**src/rtl/ctrl_wbit_ser_if.sv**
```systemverilog
// rtl/ctrl_wbit_ser_if.sv - weight in / serial bit out bundle for ctrl_wbit_ser
interface ctrl_wbit_ser_if #(
  parameter int Pw = 4,
  parameter int NL = 4
);
  logic [NL*Pw-1:0] w_in;
  logic             w_valid;
  logic             w_ready;
  logic             hold;
  logic             abort;
  logic [NL-1:0]    w_bit;
  logic             w_vld;
  logic             w_cnt;
  logic             bit_first;
  logic             bit_last;
  logic             cnt_clear;
  logic             done;

  modport master (
    output w_in, w_valid, hold, abort,
    input  w_ready, w_bit, w_vld, w_cnt, bit_first, bit_last, cnt_clear, done
  );

  modport slave (
    input  w_in, w_valid, hold, abort,
    output w_ready, w_bit, w_vld, w_cnt, bit_first, bit_last, cnt_clear, done
  );
endinterface

```
**src/rtl/ctrl_wbit_ser.sv**
```systemverilog
// rtl/ctrl_wbit_ser.sv - LSB-first bit-serial weight feeder for NL parallel SMAC lanes
module ctrl_wbit_ser #(
  parameter int Pw = 4,
  parameter int NL = 4
) (
  input  logic           clk,
  input  logic           rst,
  ctrl_wbit_ser_if.slave bus
);
  localparam int IW = $clog2(Pw);
  localparam logic [IW-1:0] IDX_LAST = IW'(Pw - 1);

  if (Pw < 2 || Pw > 16) begin : g_pw_range
    $error("ctrl_wbit_ser: Pw must be within 2..16");
  end

  typedef enum logic {
    IDLE  = 1'b0,
    SHIFT = 1'b1
  } state_t;

  state_t           r_state, w_state_nxt;
  logic [NL*Pw-1:0] r_shift, w_shift_nxt, w_shift_adv;
  logic [IW-1:0]    r_idx, w_idx_nxt;
  logic             r_done, w_done_nxt;
  logic             r_clr, w_clr_nxt;
  logic             w_vld, w_at_last, w_cnt, w_ready, w_accept;
  logic [NL-1:0]    w_lane_bit;

  assign w_vld     = (r_state == SHIFT);
  assign w_at_last = (r_idx == IDX_LAST);
  assign w_cnt     = w_vld & ~bus.hold;
  // Ready in SHIFT only while the sign bit is being consumed: zero-bubble skid.
  assign w_ready   = ~bus.abort & (~w_vld | (w_at_last & ~bus.hold));
  assign w_accept  = bus.w_valid & w_ready;

  always_comb begin
    w_shift_adv = '0;
    w_lane_bit  = '0;
    for (int k = 0; k < NL; k++) begin
      w_shift_adv[k*Pw +: Pw] = {1'b0, r_shift[k*Pw+1 +: Pw-1]};
      w_lane_bit[k]           = w_vld & r_shift[k*Pw];
    end
  end

  always_comb begin
    w_state_nxt = r_state;
    w_shift_nxt = r_shift;
    w_idx_nxt   = r_idx;
    w_clr_nxt   = 1'b0;
    w_done_nxt  = w_cnt & w_at_last & ~bus.abort;
    if (bus.abort) begin
      w_state_nxt = IDLE;
      w_shift_nxt = '0;
      w_idx_nxt   = '0;
      w_clr_nxt   = 1'b1;
      w_done_nxt  = 1'b0;
    end else begin
      case (r_state)
        IDLE: begin
          if (w_accept) begin
            w_state_nxt = SHIFT;
            w_shift_nxt = bus.w_in;
            w_idx_nxt   = '0;
          end
        end
        SHIFT: begin
          if (!bus.hold) begin
            if (w_at_last) begin
              w_idx_nxt = '0;
              if (w_accept) begin
                w_shift_nxt = bus.w_in;
              end else begin
                w_state_nxt = IDLE;
                w_shift_nxt = '0;
              end
            end else begin
              w_idx_nxt   = r_idx + IW'(1);
              w_shift_nxt = w_shift_adv;
            end
          end
        end
        default: w_state_nxt = IDLE;
      endcase
    end
  end

  always_ff @(posedge clk) begin
    if (rst) begin
      r_state <= IDLE;
      r_shift <= '0;
      r_idx   <= '0;
      r_done  <= 1'b0;
      r_clr   <= 1'b1;
    end else begin
      r_state <= w_state_nxt;
      r_shift <= w_shift_nxt;
      r_idx   <= w_idx_nxt;
      r_done  <= w_done_nxt;
      r_clr   <= w_clr_nxt;
    end
  end

  assign bus.w_ready   = w_ready;
  assign bus.w_bit     = w_lane_bit;
  assign bus.w_vld     = w_vld;
  assign bus.w_cnt     = w_cnt;
  assign bus.bit_first = w_vld & (r_idx == '0);
  assign bus.bit_last  = w_vld & w_at_last;
  assign bus.cnt_clear = r_clr;
  assign bus.done      = r_done;
endmodule

```
**src/flat_wrapper.sv**
```systemverilog
// flat-port wrapper written by rule: the top's interface ports become plain ports
module ctrl_wbit_ser_flat 
#(
  parameter int Pw = 4,
  parameter int NL = 4
)
  (clk, rst, bus_w_in, bus_w_valid, bus_hold, bus_abort, bus_w_ready, bus_w_bit, bus_w_vld, bus_w_cnt, bus_bit_first, bus_bit_last, bus_cnt_clear, bus_done);
  ctrl_wbit_ser_if #(.Pw(Pw), .NL(NL)) bus_i ();
  input  logic clk;
  input  logic rst;
  input wire logic [$bits(bus_i.w_in)-1:0] bus_w_in;
  input wire logic [$bits(bus_i.w_valid)-1:0] bus_w_valid;
  input wire logic [$bits(bus_i.hold)-1:0] bus_hold;
  input wire logic [$bits(bus_i.abort)-1:0] bus_abort;
  output wire logic [$bits(bus_i.w_ready)-1:0] bus_w_ready;
  output wire logic [$bits(bus_i.w_bit)-1:0] bus_w_bit;
  output wire logic [$bits(bus_i.w_vld)-1:0] bus_w_vld;
  output wire logic [$bits(bus_i.w_cnt)-1:0] bus_w_cnt;
  output wire logic [$bits(bus_i.bit_first)-1:0] bus_bit_first;
  output wire logic [$bits(bus_i.bit_last)-1:0] bus_bit_last;
  output wire logic [$bits(bus_i.cnt_clear)-1:0] bus_cnt_clear;
  output wire logic [$bits(bus_i.done)-1:0] bus_done;
  assign bus_i.w_in = bus_w_in;
  assign bus_i.w_valid = bus_w_valid;
  assign bus_i.hold = bus_hold;
  assign bus_i.abort = bus_abort;
  assign bus_w_ready = bus_i.w_ready;
  assign bus_w_bit = bus_i.w_bit;
  assign bus_w_vld = bus_i.w_vld;
  assign bus_w_cnt = bus_i.w_cnt;
  assign bus_bit_first = bus_i.bit_first;
  assign bus_bit_last = bus_i.bit_last;
  assign bus_cnt_clear = bus_i.cnt_clear;
  assign bus_done = bus_i.done;
  ctrl_wbit_ser #(.Pw(Pw), .NL(NL)) u_core (.clk(clk), .rst(rst), .bus(bus_i));
endmodule
```
**config.mk**
```make
export PLATFORM = sky130hd
export DESIGN_NAME = ctrl_wbit_ser_flat
export DESIGN_NICKNAME = d
export VERILOG_FILES = /design/src/rtl/ctrl_wbit_ser_if.sv /design/src/rtl/ctrl_wbit_ser.sv /design/src/flat_wrapper.sv
export SDC_FILE = /design/constraint.sdc
export NUM_CORES = 1
export LEC_CHECK = 0
export ABC_AREA = 1
export CAP_MARGIN = 20
export CORE_UTILIZATION = 51
export CTS_BUF_LIST = sky130_fd_sc_hd__clkbuf_8
export DETAILED_ROUTE_END_ITERATION = 6
export PLACE_DENSITY = 0.87
export SLEW_MARGIN = 20
export SYNTH_ARGS = -nofsm -noshare
export SYNTH_HDL_FRONTEND = slang
export SYNTH_SLANG_ARGS = --single-unit
```
**constraint.sdc**
```tcl
create_clock -name clk -period 2.5 [get_ports clk]
set_input_delay 0.5 -clock clk [delete_from_list [all_inputs] [get_ports clk]]
set_output_delay 0.5 -clock clk [all_outputs]
set_load 0.05 [all_outputs]
```
Word-level counts from Yosys, hierarchy flattened
Cells that the tools add are included.
{ "totals": {"in_bits": 21, "out_inout_bits": 11, "regBits": 21, "wordCells": 42} }
{ "op_classes": {"reduce_logical": 3, "eq_ne": 3, "bitwise_logic": 16, "n_mux": 14, "add_sub_neg": 1} }
{ "op_table": {"columns": ["operator", "count"], "rows": [
  ["$mux W16", 4],
  ["$pmux W16 S2", 1],
  ["$and A1 B1 Y1", 12],
  ["$mux W2", 3],
  ["$mux W1", 4],
  ["$pmux W2 S2", 1],
  ["$not A1 Y1", 3],
  ["$add A2 B1 Y2 const B", 1],
  ["$eq A2 B2 Y1 const B", 1],
  ["$logic_not A2 Y1", 1],
  ["$ne A2 B1 Y1 const B", 1],
  ["$ne A2 B2 Y1 const B", 1],
  ["$pmux W1 S2", 1],
  ["$reduce_and A2 Y1", 1],
  ["$reduce_or A2 Y1", 1],
  ["$or A1 B1 Y1", 1]
]} }

Depth between registers and ports, before layout
Gate-level depths: netlist of the first run.
{ "logic_depth": {"ltp_word": 9, "mapped_depth": 8} }

Least setup slack after synthesis of the first run
No wires, ideal clock.
{ "synth_path": {"path_kind": "reg2out", "start": "register u_core.r_state, in the netlist u_core.bus.w_vld", "end": "output port bus_bit_last", "path_buffers": 2, "path_slack_ns": 0.567, "path_stages_with_launch": 5, "arrival_ns": 1.433, "cell_sequence": "dfxtp_1 buf_4 buf_4 nand2_1 inv_1"} }
{ "synth_between": {"elab_chain_cells": 1} }
{ "synth_lines": {"columns": ["item", "line_no", "rtl"], "rows": [
  ["from (decl)", "ctrl_wbit_ser.sv:22", "state_t r_state, w_state_nxt;"],
  ["from (signal assigned)", "ctrl_wbit_ser.sv:96", "r_state <= w_state_nxt;"],
  ["$and A1 B1 Y1", "ctrl_wbit_ser.sv:109", "assign bus.bit_last = w_vld & w_at_last;"],
  ["to (decl)", "flat_wrapper.sv:20", "output wire logic [$bits(bus_i.bit_last)-1:0] bus_bit_last;"]
]} }
Every way passes these cells.

Final worst setup path of the first run
{ "layout_path": {"start": "register u_core.r_idx[0]", "end": "output port bus_w_ready"} }
{ "layout_between": {"elab_chain_cells": 4} }
{ "layout_lines": {"columns": ["item", "line_no", "rtl"], "rows": [
  ["from (decl)", "ctrl_wbit_ser.sv:24", "logic [IW-1:0] r_idx, w_idx_nxt;"],
  ["from (signal assigned)", "ctrl_wbit_ser.sv:98", "r_idx <= w_idx_nxt;"],
  ["$eq A2 B2 Y1", "ctrl_wbit_ser.sv:31", "assign w_at_last = (r_idx == IDX_LAST);"],
  ["$and A1 B1 Y1", "ctrl_wbit_ser.sv:34", "assign w_ready = ~bus.abort & (~w_vld | (w_at_last & ~bus.hold));"],
  ["$or A1 B1 Y1", "ctrl_wbit_ser.sv:34", null],
  ["$and A1 B1 Y1", "ctrl_wbit_ser.sv:34", null],
  ["to (decl)", "flat_wrapper.sv:15", "output wire logic [$bits(bus_i.w_ready)-1:0] bus_w_ready;"]
]} }
Every way passes these cells.

==> results of run 1 <==
cell type report:
class	count	area (µm²)	area share [%]
well taps	25	31.3	2.27
multi-input cells	109	485	35.3
inverters	15	56.3	4.09
flip-flops and latches	21	420	30.5
repair buffers	34	338	24.5
clock inverters	1	3.75	0.273
clock buffers	3	41.3	3.00
registers in the layout (all words and copies together) (netlist names):
register and cells:
u_core.bus.cnt_clear 1, u_core.r_idx 2, u_core.bus.done 1, u_core.r_shift 16, u_core.bus.w_vld 1
Yosys cell counts:
| cell type | n | area share (%) |
|---|---|---|
| sky130_fd_sc_hd__nand2_2 | 2 | 1.2 |
| sky130_fd_sc_hd__nor2_1 | 26 | 9.6 |
| sky130_fd_sc_hd__buf_2 | 1 | 0.49 |
| sky130_fd_sc_hd__dfxtp_1 | 21 | 41 |
| sky130_fd_sc_hd__o21ai_0 | 13 | 6.4 |
| sky130_fd_sc_hd__nand2_1 | 43 | 16 |
| sky130_fd_sc_hd__nor3_1 | 1 | 0.49 |
| sky130_fd_sc_hd__inv_1 | 13 | 4.8 |
| sky130_fd_sc_hd__buf_4 | 2 | 1.5 |
| sky130_fd_sc_hd__clkbuf_1 | 1 | 0.37 |
| sky130_fd_sc_hd__nor3_2 | 1 | 0.99 |
| sky130_fd_sc_hd__a21oi_1 | 19 | 9.4 |
| sky130_fd_sc_hd__nand4_1 | 1 | 0.62 |
| sky130_fd_sc_hd__inv_2 | 1 | 0.37 |
| sky130_fd_sc_hd__buf_6 | 2 | 2.2 |
| sky130_fd_sc_hd__nand3b_1 | 1 | 0.74 |
| sky130_fd_sc_hd__clkinv_1 | 1 | 0.37 |
| sky130_fd_sc_hd__clkbuf_2 | 1 | 0.49 |
| sky130_fd_sc_hd__ha_1 | 2 | 2.5 |
power by group through the flow:
stage / Sequential, W / Combinational, W / Clock, W
5_1_grt: 0.000352 / 0.000130 / 0.000237
2_1_floorplan: 0.000363 / 0.0000617 / 0
6_report: 0.000351 / 0.000120 / 0.000217
4_1_cts: 0.000350 / 0.000120 / 0.000221
3_5_place_dp: 0.000358 / 0.000119 / 0
3_3_place_gp: 0.000358 / 0.000117 / 0
metrics by stage:
stage / utilization [%] / worst slack [ps] / instance area (µm²)
3_3_place_gp: 73.9 / 481 / 1330
4_1_cts: 76.4 / 427 / 1380
6_report: 76.4 / 434 / 1380
5_1_grt: 76.4 / 356 / 1380
2_1_floorplan: - / 567 / 1010
3_5_place_dp: 73.9 / 446 / 1330
layer usage:
layer | track usage (%) | share of wire (%) | wire (µm) | up-vias
met5 | 0 | 0 | 0 | -
met4 | 8.82 | 1.3 | 31 | 0
met3 | 5.88 | 5.1 | 122 | 5
met2 | 46.4 | 52 | 1240 | 35
met1 | 27.1 | 42 | 991 | 478
li1 | - | - | - | 537
kinds of logic after synthesis:
logic type                 share of synthesized area [%]
and+or+nand+nor                                     29.6
AOI/OAI and AO/OA                                   15.8
adders and majority gates                           2.47
buffers and inverters                               10.6
DFF                                                 41.5
how the worst max path moves through the flow:
stage               slack [ps]  cells after the start                         start      endpoint
finish                     430                      7  u_core.r_idx[0]$_SDFFE_PP0P_   bus_w_ready
global route               360                      7  u_core.r_idx[1]$_SDFFE_PP0P_   bus_w_ready
CTS                        430                      7  u_core.r_idx[0]$_SDFFE_PP0P_   bus_w_ready
detailed placement         450                      7                      bus_hold   bus_w_ready
global placement           480                      7                      bus_hold   bus_w_ready
floorplan                  570                      4   u_core.bus.w_vld$_SDFF_PP0_  bus_bit_last
tightest hold or removal path: cells and delay by family, from the launching register on:
family          cells  cell delay [ps]
flops               1              320
simple gates        1               60
compound gates      1               50
==> reports/qor.json, run 1 <==
{
  "detailed_routing": {
    "detail-route-antenna-nets": 0,
    "drt_drc_violations_left": 0,
    "initialDrtViolationCount": 25,
    "vias_per_cell": 5.07,
    "detailedRoute.firstPassIterationCount": 4,
    "drt-wirelength-per-cell_um": 11.5,
    "routed-via-count": 1055,
    "route.final.wire_length_um": 2390
  },
  "sta": {
    "final-max-slew-violation-count": 0,
    "timing.final.crit_share_pct": 82.6,
    "fmax_ghz": 0.484,
    "totalNegativeSetupSlack_ps": 0,
    "min_period_ps": 2070,
    "slew-limit-headroom_pct": 66.1,
    "fin_skew_ps": 2.24,
    "setup_repair_after_global_routing_missed_its_margin": "no",
    "finalHoldViolations": 0,
    "fin_worst_hold_slack_ps": 474,
    "final_setup_violations": 0,
    "worst_slew_pin_slew_ps": 507
  },
  "clock_tree": {
    "cts-htree-levels": 1,
    "clkLatencyLatePin_ps": 260,
    "clock_input_transition_at_the_sequential_cells_of_the_worst_setup_and_hold_paths_ps": 70,
    "sinks_on_the_clock_net": 21,
    "cts-root-to-sink-buffers": 2,
    "post_cts_hold_buffer_count": 0,
    "post-cts-setup-buffer-count": 0,
    "tritoncts": "built",
    "clk_root_buffer_cell": "sky130_fd_sc_hd__clkbuf_8",
    "cts_resized": 0,
    "tritoncts.num_buffers": 3
  },
  "die": {
    "placementRows": 15,
    "die-area_um2": 2170,
    "initial_core_utilization_pct": 56.3,
    "floorplan.io_pins": 32,
    "dieHeight_um": 46.6,
    "die_width_um": 46.6,
    "design.core.area_um2": 1800
  },
  "pwr": {
    "power_density_nw_per_um2": 500,
    "seq_power_share_pct": 51.0,
    "swShare_pct": 26.0,
    "irDropWorstVdd_mv": 0.577,
    "fin_total_pwr_w": 0.000688,
    "leakagePower_nw": 0.672,
    "netSwitchingPower_w": 0.000179,
    "internal_power_w": 0.000509,
    "power.combinational.fraction_pct": 17.5,
    "clock_power_share_pct": 31.5
  },
  "worst_setup_path": {
    "worstPathRequired_ps": 2000,
    "rr_worst_depth": 8,
    "timing.critical_path.buf_inv": 3,
    "timing.critical_path.to_type": "output port",
    "timing.critical_path.arrival_ps": 1570,
    "crit_path_frequent_cell": "sky130_fd_sc_hd__nand2_1",
    "crit_path_cell_trace": "ha_1 > buf_4 > nand2_1 > nand2_1 > inv_1 > nor2_1 > buf_12",
    "critical-path-slowest-cell": "sky130_fd_sc_hd__dfxtp_1",
    "crit_type": "reg2out",
    "crit_path_max_fanout": 15,
    "regToRegSetupSlack_ps": 960,
    "setup.worst_path.start_class": "flop",
    "capturing_point_of_the_worst_reg2reg_path": "u_core.r_shift[10]$_SDFFE_PP0P_",
    "path_delay_family": "buffers and inverters",
    "biggest_cell_delay_along_the_critical_path_ps": 370,
    "r2r_start": "u_core.r_idx[0]$_SDFFE_PP0P_"
  },
  "yosys": {
    "yosys_warnings": 0,
    "yosysSeqAreaShare_pct": 41.5,
    "yosys.cell_types.count": 19,
    "post_synth.cell_area_avg_um2": 6.67,
    "synthesis.nets": 175,
    "syn_area_um2": 1010,
    "netlist_instances": 152,
    "synth.ff_latch_count": 21
  },
  "cells_and_area": {
    "finish.net_count": 207,
    "final-instance-count-excl-fill": 208,
    "share_of_layout_cells_above_drive_strength_1_pct": 9.84,
    "layout.cells.most_common": "sky130_fd_sc_hd__nand2_1",
    "area_growth_synth_to_finish_pct": 35.8,
    "fillCellCount": 146,
    "antenna-diode-count": 0,
    "layout.cells.most_common_list": "sky130_fd_sc_hd__nand2_1, sky130_fd_sc_hd__nor2_1, sky130_fd_sc_hd__clkdlybuf4s50_1"
  },
  "global_routing": {
    "grt_first_pass_wirelength_um": 3800,
    "first_global_vias": 947,
    "grtUsageTotal_pct": 25.1,
    "grt_max_degree": 23,
    "grt_antenna_before_repair": 0,
    "global_route.overflow_total": 0
  },
  "place": {
    "place_congestion": 0.776,
    "dp.cells": 204,
    "io_buffer_count": 31,
    "dp_hpwl_um": 1660
  },
  "hold_path": {
    "worstHoldPathCells": 2,
    "holdCritPathClass": "reg2reg",
    "whs_endpoint": "u_core.r_shift[7]$_SDFFE_PP0P_",
    "worstHoldStart": "u_core.r_shift[7]$_SDFFE_PP0P_"
  },
  "run": {
    "drv_cap": 0
  },
  "run_status": {
    "run_status": "complete, no violations"
  }
}
(Power assumes the default switching activity.)
==> inputs of run 2 (changes only) <==
--- a/config.mk
+++ b/config.mk
@@ -7,10 +7,10 @@
 export LEC_CHECK = 0
 export ABC_AREA = 1
 export CAP_MARGIN = 20
-export CORE_UTILIZATION = 51
+export CORE_UTILIZATION = 47
 export CTS_BUF_LIST = sky130_fd_sc_hd__clkbuf_8
 export DETAILED_ROUTE_END_ITERATION = 6
-export PLACE_DENSITY = 0.87
+export PLACE_DENSITY = 0.81
 export SLEW_MARGIN = 20
 export SYNTH_ARGS = -nofsm -noshare
 export SYNTH_HDL_FRONTEND = slang
==> constraint.sdc (replaced) <==
create_clock -name clk -period 2.1 [get_ports clk]
set_input_delay 0.42 -clock clk [delete_from_list [all_inputs] [get_ports clk]]
set_output_delay 0.42 -clock clk [all_outputs]
set_load 0.05 [all_outputs]
==> run 2 against run 1 <==
Net effect: clock skew rose by 2.9 ps; highest routed layer unchanged; cell count grew 1.4%; first-iteration DRC count increased by 44%.
==> reports/qor.json, run 2 (same netlist as run 1, synthesis figures left out) <==
{
  "sta": {
    "setup_repair_after_global_routing_missed_its_margin": "no",
    "fin_skew_ps": 5.10,
    "final_setup_violations": 0,
    "finalHoldViolations": 0,
    "worst_slew_pin_slew_ps": 495,
    "fmax_ghz": 0.517,
    "slew-limit-headroom_pct": 66.9,
    "final-max-slew-violation-count": 0,
    "timing.final.crit_share_pct": 92.1,
    "fin_worst_hold_slack_ps": 470,
    "totalNegativeSetupSlack_ps": 0,
    "min_period_ps": 1930
  },
  "cells_and_area": {
    "area_growth_synth_to_finish_pct": 45.3,
    "share_of_layout_cells_above_drive_strength_1_pct": 11.4,
    "largest_registers": "u_core.r_shift: 16 flops, u_core.r_idx: 2 flops",
    "fillCellCount": 156,
    "largest_register": "u_core.r_shift",
    "layout.cells.most_common": "sky130_fd_sc_hd__nand2_1",
    "antenna-diode-count": 0,
    "finish.net_count": 208,
    "sequential_cell_area_um2": 420,
    "layout.cells.most_common_list": "sky130_fd_sc_hd__nand2_1, sky130_fd_sc_hd__nor2_1, sky130_fd_sc_hd__clkdlybuf4s50_1",
    "multiInputGateArea_um2": 485,
    "number_of_flip_flops_under_the_largest_register_name": 16
  },
  "worst_setup_path": {
    "crit_path_cell_trace": "clkdlybuf4s50_1 > inv_1 > nand2_1 > nand2_1 > inv_1 > nor2_1 > buf_12",
    "timing.critical_path.to_type": "output port",
    "biggest_cell_delay_along_the_critical_path_ps": 420,
    "path_delay_family": "buffers and inverters",
    "crit_path_max_fanout": 3,
    "timing.critical_path.arrival_ps": 1510,
    "rr_worst_depth": 6,
    "worstPathRequired_ps": 1680,
    "crit_type": "in2out",
    "critical-path-slowest-cell": "sky130_fd_sc_hd__clkdlybuf4s50_1",
    "setup.worst_path.start_class": "input port",
    "capturing_point_of_the_worst_reg2reg_path": "u_core.r_shift[9]$_SDFFE_PP0P_",
    "startpoint": "bus_hold",
    "timing.critical_path.to": "bus_w_ready",
    "timing.critical_path.depth": 7,
    "r2r_start": "u_core.r_idx[0]$_SDFFE_PP0P_",
    "regToRegSetupSlack_ps": 650,
    "timing.critical_path.buf_inv": 4
  },
  "place": {
    "dp_hpwl_um": 1760,
    "io_buffer_count": 31,
    "place_congestion": 0.849
  },
  "die": {
    "dieHeight_um": 48.4,
    "die_width_um": 48.4,
    "design.core.area_um2": 2000,
    "die-area_um2": 2350,
    "floorplan.io_pins": 32,
    "initial_core_utilization_pct": 50.6,
    "placementRows": 16
  },
  "pwr": {
    "leakagePower_nw": 0.697,
    "irDropWorstVdd_mv": 0.552,
    "power_density_nw_per_um2": 565
  },
  "clock_tree": {
    "post-cts-setup-buffer-count": 0,
    "cts-htree-levels": 1,
    "tritoncts": "built",
    "post_cts_hold_buffer_count": 0,
    "tritoncts.num_buffers": 3,
    "clkLatencyLatePin_ps": 260,
    "cts-root-to-sink-buffers": 2,
    "sinks_on_the_clock_net": 21,
    "clock_input_transition_at_the_sequential_cells_of_the_worst_setup_and_hold_paths_ps": 70,
    "clk_root_buffer_cell": "sky130_fd_sc_hd__clkbuf_8",
    "cts_resized": 0
  },
  "run_status": {
    "run_status": "complete, no violations"
  },
  "global_routing": {
    "global_route.overflow_total": 0,
    "grt_antenna_before_repair": 0,
    "grtUsageTotal_pct": 22.0,
    "grt_max_degree": 19,
    "first_global_vias": 984,
    "grt_first_pass_wirelength_um": 4040
  },
  "run": {
    "drv_cap": 0
  },
  "detailed_routing": {
    "route.final.wire_length_um": 2440,
    "drt-wirelength-per-cell_um": 11.5,
    "detailedRoute.firstPassIterationCount": 4,
    "initialDrtViolationCount": 36,
    "routed-via-count": 1071,
    "vias_per_cell": 5.08,
    "drt_drc_violations_left": 0,
    "detail-route-antenna-nets": 0
  },
  "hold_path": {
    "holdCritPathClass": "reg2reg"
  }
}
run 2: cell types whose count changed in the layout (fill, tap and decap cells not counted), sizes merged:
cell	change
clkinv	+1
clkdlybuf4s50	-1
inv	-1
buf	+2
run 2: metal layers:
layer | GRT usage, % | vias to the layer above | share of wire (%)
met3 | 5.97 | 5 | 5.2
met5 | 0 | - | 0
li1 | - | 541 | -
met1 | 24.5 | 492 | 42
met4 | 3.92 | 0 | 0.57
met2 | 41.8 | 33 | 52
run 2: worst register-to-register path, cell delays in order (launching register included):
cell and delay, ps:
sky130_fd_sc_hd__dfxtp_1 380, sky130_fd_sc_hd__ha_1 200, sky130_fd_sc_hd__buf_4 210, sky130_fd_sc_hd__nand4_1 150, sky130_fd_sc_hd__nand2_2 220, sky130_fd_sc_hd__nand2_1 100
sky130_fd_sc_hd__a21oi_1 120
run 2: layout make-up:
| class | count | share of cell area (%) |
|---|---|---|
| multi-input combinational | 109 | 33.0 |
| timing repair buffer | 35 | 29.2 |
| sequential | 21 | 28.5 |
| inverter | 15 | 3.82 |
| clock buffer | 3 | 2.80 |
| tap | 27 | 2.29 |
| clock inverter | 1 | 0.340 |
run 2: how the worst min path moves through the flow:
stage	from	endpoint	slack (ps)	cells past startpoint
2_1_floorplan	u_core.r_shift[11]$_SDFFE_PP0P_	u_core.r_shift[11]$_SDFFE_PP0P_	440	2
3_3_place_gp	u_core.r_shift[11]$_SDFFE_PP0P_	u_core.r_shift[11]$_SDFFE_PP0P_	460	2
3_5_place_dp	u_core.r_shift[7]$_SDFFE_PP0P_	u_core.r_shift[7]$_SDFFE_PP0P_	460	2
4_1_cts	u_core.r_shift[7]$_SDFFE_PP0P_	u_core.r_shift[7]$_SDFFE_PP0P_	470	2
5_1_grt	u_core.r_shift[3]$_SDFFE_PP0P_	u_core.r_shift[3]$_SDFFE_PP0P_	500	2
6_report	u_core.r_shift[7]$_SDFFE_PP0P_	u_core.r_shift[7]$_SDFFE_PP0P_	470	2
run 2: metrics by stage:
step | utilization (%) | instances | total power, W | cell area (µm²) | setup WS [ps]
6_report | 73.6 | 211 | 0.000831 | 1470 | 165
5_1_grt | 73.6 | 211 | 0.000876 | 1470 | 58.1
4_1_cts | 73.6 | 211 | 0.000839 | 1470 | 164
3_5_place_dp | 71.3 | 207 | 0.000579 | 1430 | 170
3_3_place_gp | 71.3 | 207 | 0.000574 | 1430 | 247
2_1_floorplan | - | 152 | 0.000506 | 1010 | 247
run 2: power by group:
group | switching [W] | internal, W | total (W)
registers | 0.00000749 | 0.000411 | 0.000419
logic | 0.0000796 | 0.0000721 | 0.000152
clock network | 0.000129 | 0.000132 | 0.000261
